<file path="config.mk">
export PLATFORM = sky130hd
export DESIGN_NAME = mem_access_unit
export DESIGN_NICKNAME = d
export VERILOG_FILES = /design/src/rtl/mem_pkg.sv /design/src/rtl/mem_lane_align.sv /design/src/rtl/mem_access_unit.sv
export SDC_FILE = /design/constraint.sdc
export NUM_CORES = 1
export LEC_CHECK = 0
export CORE_UTILIZATION = 35
export DETAILED_ROUTE_END_ITERATION = 8
export PLACE_DENSITY = 0.74
export RECOVER_POWER = 25
export SKIP_CTS_REPAIR_TIMING = 1
export SYNTH_ARGS = -nofsm -noshare
export SYNTH_HDL_FRONTEND = slang
export SYNTH_SLANG_ARGS = --single-unit
export TNS_END_PERCENT = 30
</file>
<file path="constraint.sdc">
create_clock -name clk -period 5.6 [get_ports clk]
set_clock_uncertainty 0.1 [all_clocks]
set_input_delay 1.12 -clock clk [delete_from_list [all_inputs] [get_ports clk]]
set_output_delay 1.12 -clock clk [all_outputs]
set_load 0.01 [all_outputs]
</file>
<file path="src/rtl/mem_pkg.sv">
// Shared types for the load/store sequencer: access size codes, FSM states and a
// byte-count helper.
package mem_pkg;

  typedef enum logic [1:0] {
    SZ_B = 2'd0,
    SZ_H = 2'd1,
    SZ_W = 2'd2,
    SZ_D = 2'd3
  } size_e;

  typedef enum logic [2:0] {
    StIdle,
    StLdReq,
    StLdWait,
    StRmwRd,
    StRmwWait,
    StStWr,
    StResp
  } state_e;

  function automatic logic [3:0] bytes(size_e size);
    unique case (size)
      SZ_B:    return 4'd1;
      SZ_H:    return 4'd2;
      SZ_W:    return 4'd4;
      default: return 4'd8;
    endcase
  endfunction

endpackage

</file>
<file path="src/rtl/mem_lane_align.sv">
// Big-endian lane handling: extracts and extends the top N bytes of a doubleword read,
// and merges N store bytes over the top of a doubleword read.
module mem_lane_align
  import mem_pkg::*;
(
  input  size_e       size,
  input  logic        is_signed,
  input  logic [63:0] rdata,
  input  logic [63:0] wdata,
  output logic [63:0] load_data,
  output logic [63:0] merge_data
);

  always_comb begin
    load_data  = '0;
    merge_data = '0;
    unique case (size)
      SZ_B: begin
        load_data  = {{56{is_signed & rdata[63]}}, rdata[63:56]};
        merge_data = {wdata[7:0], rdata[55:0]};
      end
      SZ_H: begin
        load_data  = {{48{is_signed & rdata[63]}}, rdata[63:48]};
        merge_data = {wdata[15:0], rdata[47:0]};
      end
      SZ_W: begin
        load_data  = {{32{is_signed & rdata[63]}}, rdata[63:32]};
        merge_data = {wdata[31:0], rdata[31:0]};
      end
      SZ_D: begin
        load_data  = rdata;
        merge_data = wdata;
      end
    endcase
  end

endmodule

</file>
<file path="src/rtl/mem_access_unit.sv">
// Load/store sequencer in front of a big-endian 64-bit DataMemory: one request in flight,
// read-modify-write for sub-doubleword stores, one response per request.
module mem_access_unit
  import mem_pkg::*;
#(
  parameter int unsigned MEM_BYTES = 1024
) (
  input  logic        clk,
  input  logic        rst_n,
  input  logic        req_valid,
  output logic        req_ready,
  input  logic        req_is_load,
  input  logic [1:0]  req_size,
  input  logic        req_signed,
  input  logic [63:0] req_addr,
  input  logic [63:0] req_wdata,
  input  logic [4:0]  req_rd,
  output logic        rsp_valid,
  input  logic        rsp_ready,
  output logic [63:0] rsp_data,
  output logic [4:0]  rsp_rd,
  output logic        rsp_is_load,
  output logic        rsp_err,
  output logic [63:0] mem_address,
  output logic        mem_read,
  output logic        mem_write,
  output logic [63:0] mem_wdata,
  input  logic [63:0] mem_rdata
);

  state_e      state_q, state_d;
  logic [63:0] addr_q, addr_d;
  logic [63:0] wdata_q, wdata_d;
  size_e       size_q, size_d;
  logic        sgn_q, sgn_d;
  logic [4:0]  rd_q, rd_d;
  logic        is_load_q, is_load_d;
  logic        err_q, err_d;
  logic [63:0] data_q, data_d;

  size_e       req_size_e;
  logic        fault;
  logic [63:0] load_ext;
  logic [63:0] merge_data;

  assign req_size_e = size_e'(req_size);
  // Unsigned 64-bit compare: huge addresses fault instead of wrapping.
  assign fault = ((req_addr[2:0] & 3'(bytes(req_size_e) - 4'd1)) != 3'd0) ||
                 (req_addr > 64'(MEM_BYTES - 8));

  mem_lane_align u_align (
    .size       (size_q),
    .is_signed  (sgn_q),
    .rdata      (mem_rdata),
    .wdata      (wdata_q),
    .load_data  (load_ext),
    .merge_data (merge_data)
  );

  always_comb begin
    state_d   = state_q;
    addr_d    = addr_q;
    wdata_d   = wdata_q;
    size_d    = size_q;
    sgn_d     = sgn_q;
    rd_d      = rd_q;
    is_load_d = is_load_q;
    err_d     = err_q;
    data_d    = data_q;
    unique case (state_q)
      StIdle: begin
        if (req_valid) begin
          addr_d    = req_addr;
          wdata_d   = req_wdata;
          size_d    = req_size_e;
          sgn_d     = req_signed;
          rd_d      = req_rd;
          is_load_d = req_is_load;
          err_d     = fault;
          data_d    = '0;
          if (fault)                   state_d = StResp;
          else if (req_is_load)        state_d = StLdReq;
          else if (req_size_e == SZ_D) state_d = StStWr;
          else                         state_d = StRmwRd;
        end
      end
      StLdReq:  state_d = StLdWait;
      StLdWait: begin
        data_d  = load_ext;
        state_d = StResp;
      end
      StRmwRd:  state_d = StRmwWait;
      StRmwWait: begin
        // Merged doubleword replaces the store data so ST_WR drives one register.
        wdata_d = merge_data;
        state_d = StStWr;
      end
      StStWr:   state_d = StResp;
      StResp:   if (rsp_ready) state_d = StIdle;
      default:  state_d = StIdle;
    endcase
  end

  always_ff @(posedge clk or negedge rst_n) begin
    if (!rst_n) begin
      state_q   <= StIdle;
      addr_q    <= '0;
      wdata_q   <= '0;
      size_q    <= SZ_B;
      sgn_q     <= 1'b0;
      rd_q      <= '0;
      is_load_q <= 1'b0;
      err_q     <= 1'b0;
      data_q    <= '0;
    end else begin
      state_q   <= state_d;
      addr_q    <= addr_d;
      wdata_q   <= wdata_d;
      size_q    <= size_d;
      sgn_q     <= sgn_d;
      rd_q      <= rd_d;
      is_load_q <= is_load_d;
      err_q     <= err_d;
      data_q    <= data_d;
    end
  end

  assign req_ready   = (state_q == StIdle);
  assign rsp_valid   = (state_q == StResp);
  assign mem_read    = (state_q == StLdReq) || (state_q == StRmwRd);
  assign mem_write   = (state_q == StStWr);
  assign mem_address = addr_q;
  assign mem_wdata   = wdata_q;
  assign rsp_data    = data_q;
  assign rsp_rd      = rd_q;
  assign rsp_is_load = is_load_q;
  assign rsp_err     = err_q;

endmodule
</file>
==> impl_metrics.env <==
export IMPL_mostFrequentLayoutCells="406 x clkdlybuf4s50_1, 205 x dfrtp_1, 96 x nand2_1"
export IMPL_clkLatencyLatePin_ns=0.52
export IMPL_ant_nets=0
export IMPL_layout_min_cycle_time_ns=3.23
export IMPL_arrival_ns=2.01
export IMPL_max_stage_delay_ns=0.57
export IMPL_dr_pass1_iters=5
export IMPL_ios=408
export IMPL_final_common_cell="clkdlybuf4s50_1"
export IMPL_vias=8768
export IMPL_area_delta_synth_final_pct=52.2
export IMPL_critPathBufInv=2
export IMPL_synthCells=854
export IMPL_fill_cells=2256
export IMPL_path_cells="inv_1, and3_1, clkdlybuf4s50_1"
export IMPL_relSlewSlack_pct=25.9
export IMPL_overflow=0
export IMPL_gp_congestion=0.891
export IMPL_drtIter0Drc=875
export IMPL_cp_top_family="buffers and inverters"
export IMPL_grt_antenna_before_repair=2
export IMPL_ys_warnings_count=0
export IMPL_hold_ws_ns=0.380
export IMPL_powerDensity_nw_per_um2=605
export IMPL_ys_seq_area_share_pct=54.0
export IMPL_slew_violations=0
export IMPL_clockBufferDepth=3
export IMPL_leakage_nw=5.87
export IMPL_drc=0
export IMPL_portBuffers=407
export IMPL_via_per_inst=5.57
export IMPL_irDropWorstVdd_v=0.000313
export IMPL_htreeDepth=1
export IMPL_post_dp_cell_area_sq_um=13700
export IMPL_wire_per_inst_microns=23.9
export IMPL_worst_path_max_fanout=11
export IMPL_finalInstanceArea_sq_um=14500
export IMPL_yosys_most_used_dff="dfrtp_1"
export IMPL_worstPathRequired_ns=4.38
export IMPL_endpoint_kind="output pin"
export IMPL_timing_final_crit_share_pct=57.7
export IMPL_grt_pass1_vias=8772
export IMPL_core_area_sq_um=26400
export IMPL_rows=59
export IMPL_die_area_sq_um=27800
export IMPL_slowest_stage="clkdlybuf4s50_1"
export IMPL_die_y_microns=167
export IMPL_dp_hpwl_mm=27.7
export IMPL_min_path_type="reg2reg"
export IMPL_cts_made_buffers=25
export IMPL_tightest_slew_ns=1.11
export IMPL_ys_seq_elements=205
export IMPL_p_total_mw=8.75
export IMPL_final_nets=1427
export IMPL_finalSetupTns_ns=0
export IMPL_layout_drive_gt1_share_pct=10.1
export IMPL_start_util_pct=36.0
export IMPL_rsz0062_at_grt="false"
export IMPL_cap_violations=0
export IMPL_die_width_microns=167
export IMPL_clock_sinks=205
export IMPL_synth_cell_area_sq_um=9500
export IMPL_synth_area_per_cell_sq_um=11.1
export IMPL_track_usage_pct=26.5
export IMPL_grt_pass1_wl_mm=55.5
export IMPL_ys_async_sr_fraction_pct=100
export IMPL_wl_mm=37.6
export IMPL_synth_fp_nets=1063
export IMPL_fmax_mhz=310
export IMPL_grt_start_max_net_pins=119
export IMPL_synth_edf_count=0
export IMPL_worstSetupPathType="reg2out"
export IMPL_start_kind="flip-flop"
export IMPL_final_hold_viol_count=0
export IMPL_cts_root_buffer="clkbuf_16"
export IMPL_finalSetupViolCount=0
export IMPL_cts_tree="done"
export IMPL_status="finished, final reports clean"
export IMPL_synth_distinct_cells=41
export IMPL_cts_reportedPaths_clkPinSlew_ns=0.05
## cells in the mapped netlist, types with 2 or more instances
| library cell | count | area [sq um] |
|---|---|---|
| and3_1 | 2 | 12.5 |
| nor3_1 | 6 | 30.0 |
| mux2_2 | 65 | 732 |
| nor2b_1 | 2 | 12.5 |
| a222oi_1 | 8 | 80.1 |
| buf_6 | 12 | 135 |
| mux2i_1 | 32 | 320 |
| nand2_1 | 97 | 364 |
| o21ai_0 | 69 | 345 |
| a21oi_1 | 53 | 265 |
| dfrtp_1 | 205 | 5130 |
| a221o_1 | 16 | 160 |
| clkbuf_1 | 38 | 143 |
| buf_2 | 27 | 135 |
| o21ai_1 | 22 | 110 |
| a22o_1 | 16 | 140 |
| nor2_1 | 23 | 86.3 |
| ha_1 | 4 | 50.1 |
| o211ai_1 | 2 | 15.0 |
| nand4_1 | 4 | 25.0 |
| o21a_1 | 2 | 15.0 |
| a221oi_1 | 16 | 140 |
| a31o_2 | 3 | 26.3 |
| inv_1 | 4 | 15.0 |
| nor4_1 | 14 | 87.6 |
| o2bb2ai_1 | 56 | 490 |
| a22oi_1 | 16 | 120 |
| a211oi_1 | 27 | 203 |
## registers in the layout, indices dropped and copies added, names as in the netlist
name / count
mem_wdata: 64
mem_address: 64
sgn_q: 1
rsp_data: 64
state_q: 3
rsp_err: 1
rsp_rd: 5
size_q: 2
rsp_is_load: 1
## per-layer routing
layer	vias to the layer above	global-route usage [%]	wire length (microns)
li1	3933	-	-
met1	4254	31.0	14200
met2	499	45.5	18400
met3	82	6.51	3130
met4	0	12.6	1930
met5	-	0	0
## final timing paths
path | startpoint | end | slack, ns | depth (start not counted)
worst max-delay path | state_q[1]$_DFFE_PN0P_ | mem_write | 2.37 | 3
worst min-delay path | rsp_rd[3]$_DFFE_PN0P_ | rsp_rd[3]$_DFFE_PN0P_ | 0.38 | 2
worst max register to register | size_q[1]$_DFFE_PN0P_ | mem_wdata[32]$_DFFE_PN0P_ | 2.49 | 6
worst min register to register | rsp_rd[3]$_DFFE_PN0P_ | rsp_rd[3]$_DFFE_PN0P_ | 0.38 | 2
max in group asynchronous | rst_n | mem_address[6]$_DFFE_PN0P_ | 3.80 | 2
min in group asynchronous | rst_n | mem_wdata[39]$_DFFE_PN0P_ | 0.46 | 1
## cell families after synthesis
group / count (synthesis) / synth area share, %
AOI/OAI and AO/OA: 307 / 22.3
DFF: 205 / 54.0
and+or+nand+nor: 157 / 7.43
muxes: 97 / 11.1
buffers and inverters: 84 / 4.68
adders and majority gates: 4 / 0.527
## metrics by stage
| step | util, % | setup slack [ns] | cells |
|---|---|---|---|
| 4_1_cts | 54.8 | 2.33 | 1571 |
| 2_1_floorplan | - | 3.18 | 854 |
| 5_1_grt | 54.9 | 2.21 | 1573 |
| 3_5_place_dp | 51.9 | 2.12 | 1526 |
| 3_3_place_gp | 51.9 | 2.18 | 1526 |
| 6_report | 54.9 | 2.37 | 1573 |
## worst register-to-register path: cells and delay by family, from the launching register on
family	cells	cell delay, ns
AOI/OAI and AO/OA	3	0.75
adders and majority gates	1	0.99
buffers and inverters	1	0.08
DFF	1	0.40
and+or+nand+nor	1	0.67
## layout make-up
cell class / count / area, sq um / area share, %
timing repair buffer: 417 / 4170 / 28.8
tap: 335 / 419 / 2.90
sequential: 205 / 5130 / 35.5
clock buffer: 39 / 738 / 5.11
antenna: 2 / 5.00 / 0.0346
multi-input combinational: 565 / 3950 / 27.3
inverter: 4 / 15.0 / 0.104
clock inverter: 6 / 36.3 / 0.251
## report_power, final
group          internal, mW  switching [mW]
Combinational          2.25            2.25
Clock                 0.901           0.634
Sequential             2.19           0.532
(Power assumes the default switching activity.)
==> edit: new RTL, config.mk and constraints unchanged <==
`addr_q` no longer has a reset.
--- a/src/rtl/mem_access_unit.sv
+++ b/src/rtl/mem_access_unit.sv
@@ -104,7 +104,6 @@
   always_ff @(posedge clk or negedge rst_n) begin
     if (!rst_n) begin
       state_q   <= StIdle;
-      addr_q    <= '0;
       wdata_q   <= '0;
       size_q    <= SZ_B;
       sgn_q     <= 1'b0;
@@ -114,7 +113,6 @@
       data_q    <= '0;
     end else begin
       state_q   <= state_d;
-      addr_q    <= addr_d;
       wdata_q   <= wdata_d;
       size_q    <= size_d;
       sgn_q     <= sgn_d;
@@ -123,6 +121,10 @@
       err_q     <= err_d;
       data_q    <= data_d;
     end
+  end
+
+  always_ff @(posedge clk) begin
+    addr_q <= addr_d;
   end
 
   assign req_ready   = (state_q == StIdle);
Check against the original RTL: not equivalent (Yosys sat finds a counterexample within 4 cycles, from zero or initial values and one cycle with rst_n low).
==> edit against the unedited design <==
The flow now finishes with violations (max-capacitance violations, max-slew violations). Maximum frequency down 4.9%. Non-clock buffer count grew 3. Die area decreased by 5.4%. Worst setup slack got worse by 0.17 ns. Critical path depth down 1. Area after synthesis fell by 5.5%. Count of clock-buffer cells in the layout fell by 5. Synthesized cell count shrank 2.9%. Power shrank 12%. Sequential cell count did not move. Clock power about the same. Design area is 2.7% lower. Final cell count down 1.3%. Wire length decreased by 1.6%.
==> edit: results (changes against the unedited design) <==
timing.hold.worst.class: "reg2reg"
antenna_violations_before_repair: 4  # +2
run_status: "finished, violations left"
p_seq_mw: 2.50  # -8.1%
post_synth_num_cell_types: 43  # +4.9%
routed_wl_um: 37030  # -1.6%
postSynth.asyncResetShare: 0.6878  # -0.3122
grt_pass1_vias: 8273  # -5.7%
pre_cts_slack_ns: 2.056  # -0.06595 ns
cts_max_level: 1  # unchanged
path_delay_family: "buffers and inverters"
yosysWarningCount: 0  # unchanged
synthesis.instances: 829  # -2.9%
xor_and_xnor_area_share_after_synthesis: 0  # unchanged
clk_pin_slew_ns: 0.06
place_hpwl_um: 27750  # about the same
power_switching_share: 0.3983  # +0.007906
weighted_congestion_reported_at_the_end_of_routability_driven_placement: 0.9105  # +2.2%
power_of_the_combinational_group_mw: 3.66  # -19%
num-nets-final: 1411  # -1.1%
syn_nets: 1038  # -2.4%
fin_max_slew_vios: 105  # +105
cap_violations: 1  # +1
cpPeakStageDelay_ns: 0.62  # +0.05 ns
power_density_over_cell_area_nw_per_um2: 547.2  # -9.6%
synthTopCellsByArea: "dfrtp_1 (39%), edfxtp_1 (21%), o21ai_0 (6.2%), nand2_1 (5.7%), mux2i_1 (3.7%)"
ctsRootBufferMaster: "clkbuf_16"
grt_first_pass_wirelength_um: 53060  # -4.3%
dpl_cell_area_sq_um: 13290  # -2.8%
synth_mux_area_frac: 0.04556  # -0.06521
cellLeakagePower_nw: 5.457  # -7.1%
yosys.area_share.adder: 0.005573  # +0.0003047
pin_count_of_the_biggest_net_entering_global_routing: 105  # -12%
synth_sequential_area_ratio: 0.6069  # +0.06690
drt-pass1-iter-count: 5  # unchanged
final_cells: 1552  # -1.3%
total_global_routing_track_utilization: 0.2745  # +0.009849
critPathMaxFanout: 11  # unchanged
post_route_cells_drive_above_1_share: 0.06071  # -0.04043
tritoncts.num_buffers: 24  # -4.0%
synth_edf_count: 64  # +64
critPathSlowestCell: "clkdlybuf4s50_1"
clockBufferDepth: 3  # unchanged
relative_slew_slack: -0.8081  # -1.067
worstPathArrival_ns: 2.18  # +0.17 ns
violations: "max-capacitance violations, max-slew violations"
route.vias.total: 8583  # -2.1%
vdd_ir_drop_max_mv: 0.2958  # -5.4%
n_fill_cell: 2178  # -3.5%
place.detailed.instances: 1506  # -1.3%
buffer_ports.inserted: 407  # unchanged
synth_compound_area_frac: 0.2136  # -0.009267
clk_lat_worst_skew_ns: 0.52  # about the same
drt_first_iter_violations: 750  # -14%
synth_commonest_cells: "dfrtp_1 (141), nand2_1 (136), o21ai_0 (112)"
## edit: cell count changes in the layout (fill, tap and decap cells not counted), moves of 56 or more
cell / unedited run / this run
o2bb2ai_1: 56 / 0
edfxtp_1: 0 / 64
clkdlybuf4s50_1: 406 / 342
mux2_2: 65 / 7
dfrtp_1: 205 / 141
dlygate4sd3_1: 0 / 64
## edit: layout make-up
type | count | area (sq um) | share of cell area
sequential | 205 | 5450 | 0.3873
tap | 330 | 412.9 | 0.02934
clock inverter | 9 | 78.83 | 0.005602
antenna | 3 | 7.507 | 0.0005335
clock buffer | 34 | 699.4 | 0.04970
timing repair buffer | 420 | 4167 | 0.2961
multi-input combinational | 547 | 3242 | 0.2304
inverter | 4 | 15.01 | 0.001067
## edit: routing by layer
layer / share of wire / track usage
met3: 0.10 / 0.07278
met1: 0.35 / 0.3145
met4: 0.058 / 0.1492
met2: 0.49 / 0.4670
met5: 0 / 0
## edit: worst paths after layout
| check | start | end | slack, ns | cells past startpoint |
|---|---|---|---|---|
| max in group asynchronous | rst_n | mem_wdata[42]$_DFFE_PN0P_ | 2.30 | 2 |
| hold / removal | rsp_data[18]$_DFFE_PN0P_ | rsp_data[18]$_DFFE_PN0P_ | 0.38 | 2 |
| hold reg to reg | rsp_data[18]$_DFFE_PN0P_ | rsp_data[18]$_DFFE_PN0P_ | 0.38 | 2 |
| setup reg to reg | state_q[0]$_DFFE_PN0P_ | rsp_data[61]$_DFFE_PN0P_ | 2.72 | 5 |
| min in group asynchronous | rst_n | mem_wdata[51]$_DFFE_PN0P_ | 1.32 | 1 |
| setup / recovery | state_q[0]$_DFFE_PN0P_ | req_ready | 2.20 | 2 |
